===== src/rtl/car_request_conditioner.sv =====
// Sensor front end for the traffic light controller: synchronise, debounce and
// latch each street's vehicle request, forwarding it once the cross street's green has been held.
module car_request_conditioner #(
  parameter int DEBOUNCE  = 4,
  parameter int MIN_GREEN = 8
) (
  input  logic       clk,
  input  logic       reset,
  input  logic       sensA,
  input  logic       sensB,
  input  logic [2:0] lightsA,
  input  logic [2:0] lightsB,
  output logic       carA,
  output logic       carB,
  output logic       reqA,
  output logic       reqB
);

  localparam int CW = $clog2(DEBOUNCE) + 1;
  localparam int GW = $clog2(MIN_GREEN) + 1;
  localparam logic [CW-1:0] CNT_MAX  = CW'(DEBOUNCE - 1);
  localparam logic [CW-1:0] CNT_ZERO = CW'(1'b0);
  localparam logic [GW-1:0] G_MAX    = GW'(MIN_GREEN);
  localparam logic [GW-1:0] G_ZERO   = GW'(1'b0);

  // Index 0 is A Street, index 1 is B Street.
  logic [1:0]    sens_s;
  logic [1:0]    green_s;
  logic [1:0]    hold_done_s;
  logic          lamp_unused_s;

  logic [1:0]    s1_q, s1_d;
  logic [1:0]    s2_q, s2_d;
  logic [1:0]    deb_q, deb_d;
  logic [1:0]    req_q, req_d;
  logic [CW-1:0] cnt_q [2];
  logic [CW-1:0] cnt_d [2];
  logic [GW-1:0] g_q   [2];
  logic [GW-1:0] g_d   [2];

  assign sens_s        = {sensB, sensA};
  assign green_s       = {lightsB[0], lightsA[0]};
  assign lamp_unused_s = ^{lightsA[2:1], lightsB[2:1]};

  // Next-state logic for both streets: debounce counter, request latch, green hold timer.
  always_comb begin
    s1_d        = sens_s;
    s2_d        = s1_q;
    deb_d       = deb_q;
    req_d       = req_q;
    hold_done_s = 2'b00;
    for (int i = 0; i < 2; i++) begin
      cnt_d[i] = cnt_q[i];
      g_d[i]   = g_q[i];

      if (s2_q[i] == deb_q[i]) begin
        cnt_d[i] = CNT_ZERO;
      end else if (cnt_q[i] == CNT_MAX) begin
        deb_d[i] = s2_q[i];
        cnt_d[i] = CNT_ZERO;
      end else begin
        cnt_d[i] = cnt_q[i] + CW'(1'b1);
      end

      // Serving the street clears its request even if a set arrives on the same edge.
      req_d[i] = (req_q[i] | deb_q[i]) & ~green_s[i];

      if (!green_s[i]) begin
        g_d[i] = G_ZERO;
      end else if (g_q[i] == G_MAX) begin
        g_d[i] = g_q[i];
      end else begin
        g_d[i] = g_q[i] + GW'(1'b1);
      end

      hold_done_s[i] = ~green_s[i] | (g_q[i] == G_MAX);
    end
  end

  // State registers with synchronous reset.
  always_ff @(posedge clk) begin
    if (reset) begin
      s1_q  <= 2'b00;
      s2_q  <= 2'b00;
      deb_q <= 2'b00;
      req_q <= 2'b00;
      for (int i = 0; i < 2; i++) begin
        cnt_q[i] <= CNT_ZERO;
        g_q[i]   <= G_ZERO;
      end
    end else begin
      s1_q  <= s1_d;
      s2_q  <= s2_d;
      deb_q <= deb_d;
      req_q <= req_d;
      for (int i = 0; i < 2; i++) begin
        cnt_q[i] <= cnt_d[i];
        g_q[i]   <= g_d[i];
      end
    end
  end

  // Reset masks the outputs so they read 0 during the reset cycle itself.
  assign reqA = req_q[0] & ~reset;
  assign reqB = req_q[1] & ~reset;
  assign carA = req_q[0] & hold_done_s[1] & ~reset;
  assign carB = req_q[1] & hold_done_s[0] & ~reset;

endmodule


===== config.mk =====
export PLATFORM = sky130hd
export DESIGN_NAME = car_request_conditioner
export DESIGN_NICKNAME = d
export VERILOG_FILES = /design/src/rtl/car_request_conditioner.sv
export SDC_FILE = /design/constraint.sdc
export NUM_CORES = 1
export LEC_CHECK = 0
export CAP_MARGIN = 5
export CORE_UTILIZATION = 48
export CTS_BUF_LIST = sky130_fd_sc_hd__clkbuf_8 sky130_fd_sc_hd__clkbuf_16
export DETAILED_ROUTE_END_ITERATION = 12
export PLACE_DENSITY = 0.8
export SYNTH_ARGS = -nofsm -noshare
export SYNTH_HDL_FRONTEND = slang
export SYNTH_SLANG_ARGS = --single-unit
export TNS_END_PERCENT = 5

===== constraint.sdc =====
create_clock -name clk -period 1.59 [get_ports clk]
set_input_delay 0.159 -clock clk [delete_from_list [all_inputs] [get_ports clk]]
set_output_delay 0.159 -clock clk [all_outputs]
set_load 0.1 [all_outputs]

==> run_results.csv <==
group,metric,value,unit
critical_path,max_stage_delay,360,ps
sta,whs,344,ps
synth,ys_ff_latch,22,
placement,routabilityCongestion,0.637,
synth,synth_edf_count,0,
floorplan,coreArea,1750,um^2
critical_path,rr_worst_depth,7,
hold_path,hold_depth,2,
final_layout,antennaDiodeCount,0,
floorplan,pin_count,14,
routing,met2WireLength,937,um
final_layout,area_delta_synth_final,35.7,%
clocking,cts_root_buffer,"clkbuf_8",
clocking,cts_sinks,22,
critical_path,reg2reg_from,"g_q[0][4]",
routing,routed_wirelength,1.64,mm
sta,skew,1.00,ps
synth,synth_top_area_share,48.4,%
floorplan,die_y,45.6,um
final_layout,drive_gt1_share,31.5,%
critical_path,crit_start,"g_q[0][0]",
power,vdd_drop_max,615,uV
synth,ys.flop_type,"dfxtp_1",
clocking,clk_pin_slew,70,ps
floorplan,die_area,2080,um^2
critical_path,crit_path_top_delay_cell,"dfxtp_4",
synth,synthTopCellsByCount,"22 x dfxtp_1, 10 x nor2_1, 8 x ha_1, 8 x inv_1",
grt,grt_max_degree,12,
grt,grt_pass1_wl,2.41,mm
critical_path,crit_arrival,1390,ps
routing,drcViolationCount,0,
synth,ys_warn_count,0,
critical_path,crit_chain,"inv_2, ha_4, nand3b_1, a21boi_4, buf_12",
critical_path,rrSetupSlack,160,ps
sta,drv_slew,0,
clocking,cts_buffer_depth,2,
synth,async_reset_ff_share,0,%
status,status,"complete, no violations",
sta,min_period,1550,ps
synth,syn_nets,109,
sta,worst_pin_slew,440,ps
power,total_power,0.960,mW
power,p_leak,0.481,nW
routing,first_pass_iters,4,
hold_path,hold_end,"deb_q[0]",
placement,dpl.hpwl,1.13,mm
placement,place_ws,71.6,ps
grt,grt_pass1_vias,624,
synth,yosysSeqAreaShare,48.4,%
synth,synth_area_leader_cell,"dfxtp_1",
hold_path,min_path_type,"primary input to flop",
critical_path,start_kind,"flop",
routing,wl_met3,39,um
sta,timing.final.ws_setup,44.1,ps
synth,synth.area.top_cells,"dfxtp_1 48%, ha_1 11%, mux2i_1 4.4%, nor2_1 4.1%, nor2_2 4.1%",
grt,overflow,0,
grt,track_usage,16.7,%
routing,wl_per_cell,12.0,um
job,cap_violations,0,
floorplan,num_rows,15,
critical_path,end_kind,"output pin",
routing,highest_layer,"met4",
routing,drtAntennaViolNets,0,
critical_path,critPathMaxFanout,3,
hold_path,holdCritStartpoint,"reset",
sta,period_share,97.2,%
grt,antenna_found_initial,0,
routing,wl_met1,649,um
placement,portBuffers,9,
floorplan,die_w,45.6,um
final_layout,finalNetCount,131,
sta,final_hold_viol_count,0,
sta,timing.slew.headroom,70.6,%
synth,mappedNetlistArea,911,um^2
sta,setup_violations,0,
final_layout,n_fill_cell,138,
critical_path,r2r_end,"g_q[0][5]",
synth,netlist_instances,91,
critical_path,worstSetupPathType,"flop to output pin",
floorplan,initial_core_util,52.2,%
sta,max_freq,647,MHz
synth,synth_area_per_cell,10.0,um^2
synth,yosysMostFrequentCell,"dfxtp_1",
critical_path,cp.required,1430,ps
clocking,clkLatencyLatePin,250,ps
routing,drtIter0Drc,6,
clocking,cts_tree,"built",
synth,ys_types,18,
routing,vias,654,
power,pwr_density_cell,776,nW/um^2
routing,via_per_inst,4.81,
clocking,cts_max_level,1,
clocking,cts_buffers,3,
-- layout by cell type, fill, tap and decap left out, types with 3 or more instances in the layout --
master           count
dfxtp_1             18
nor2_1              10
buf_4                9
ha_1                 7
inv_1                6
nor2_2               6
nand3b_1             4
mux2i_1              4
xnor2_1              4
nor2b_1              4
nand2b_1             4
clkdlybuf4s50_1      4
buf_12               4
clkbuf_8             3
dfxtp_2              3
-- registers in the layout (all words and copies together) (netlist names) --
name	cells
s2_q	2
g_q	8
cnt_q	6
deb_q	2
req_q	2
s1_q	2
-- where the power goes --
group | leakage [nW] | internal (mW) | switching, mW
sequential | 0.181 | 0.562 | 0.00892
combinational | 0.278 | 0.0368 | 0.0318
clock | 0.0216 | 0.168 | 0.152
-- worst max path at each step --
stage            to  slack (ps)
2_1_floorplan  carA        -110
3_3_place_gp   carB          80
3_5_place_dp   carA          70
4_1_cts        carB         0.2
5_1_grt        carB         -30
6_report       carB          40
-- per-layer routing --
layer	global-route usage [%]	vias to the layer above
li1	-	331
met1	16.7	311
met2	31.4	10
met3	2.38	2
met4	10.9	0
met5	0	-
-- final cells by class --
cell class | instances | area (um^2) | area share (%)
multi-input combinational | 60 | 485 | 39.3
clock buffer | 3 | 41.3 | 3.34
timing repair buffer | 18 | 200 | 16.2
tap | 25 | 31.3 | 2.53
inverter | 8 | 30.0 | 2.43
sequential | 22 | 448 | 36.2
-- worst max-delay path: cells and delay by family (launching register included) --
| kind | cells | cell delay (ps) |
|---|---|---|
| flip-flops | 1 | 360 |
| AND/OR/NAND/NOR | 1 | 180 |
| AO/OA/AOI/OAI | 1 | 230 |
| adder cells (fa/ha/maj) | 1 | 120 |
| buffers and inverters | 2 | 250 |
-- what timing repair did --
item                       CTS  global route
pin swaps                    1             3
setup endpoints to repair    2             2
buffers inserted             1             4
hold buffers                 0             0
resized for setup            0             8
-- stage by stage --
step	utilization, %	setup TNS, ps	std cells	area, um^2
floorplan	-	-225	91	951
detailed placement	65.2	0	128	1140
CTS	68.0	0	132	1190
finish	70.8	0	136	1240
global route	70.8	-26.4	136	1240
global placement	65.2	0	128	1140
-- logic make-up after synthesis --
family | synth area share, %
and+or+nand+nor | 23.9
buffers and inverters | 3.85
xor gates and xnor gates | 5.77
adders and majority gates | 11.0
AOI/OAI and AO/OA | 2.75
DFF | 48.4
muxes | 4.40
Power figures use the tool's default switching activity.
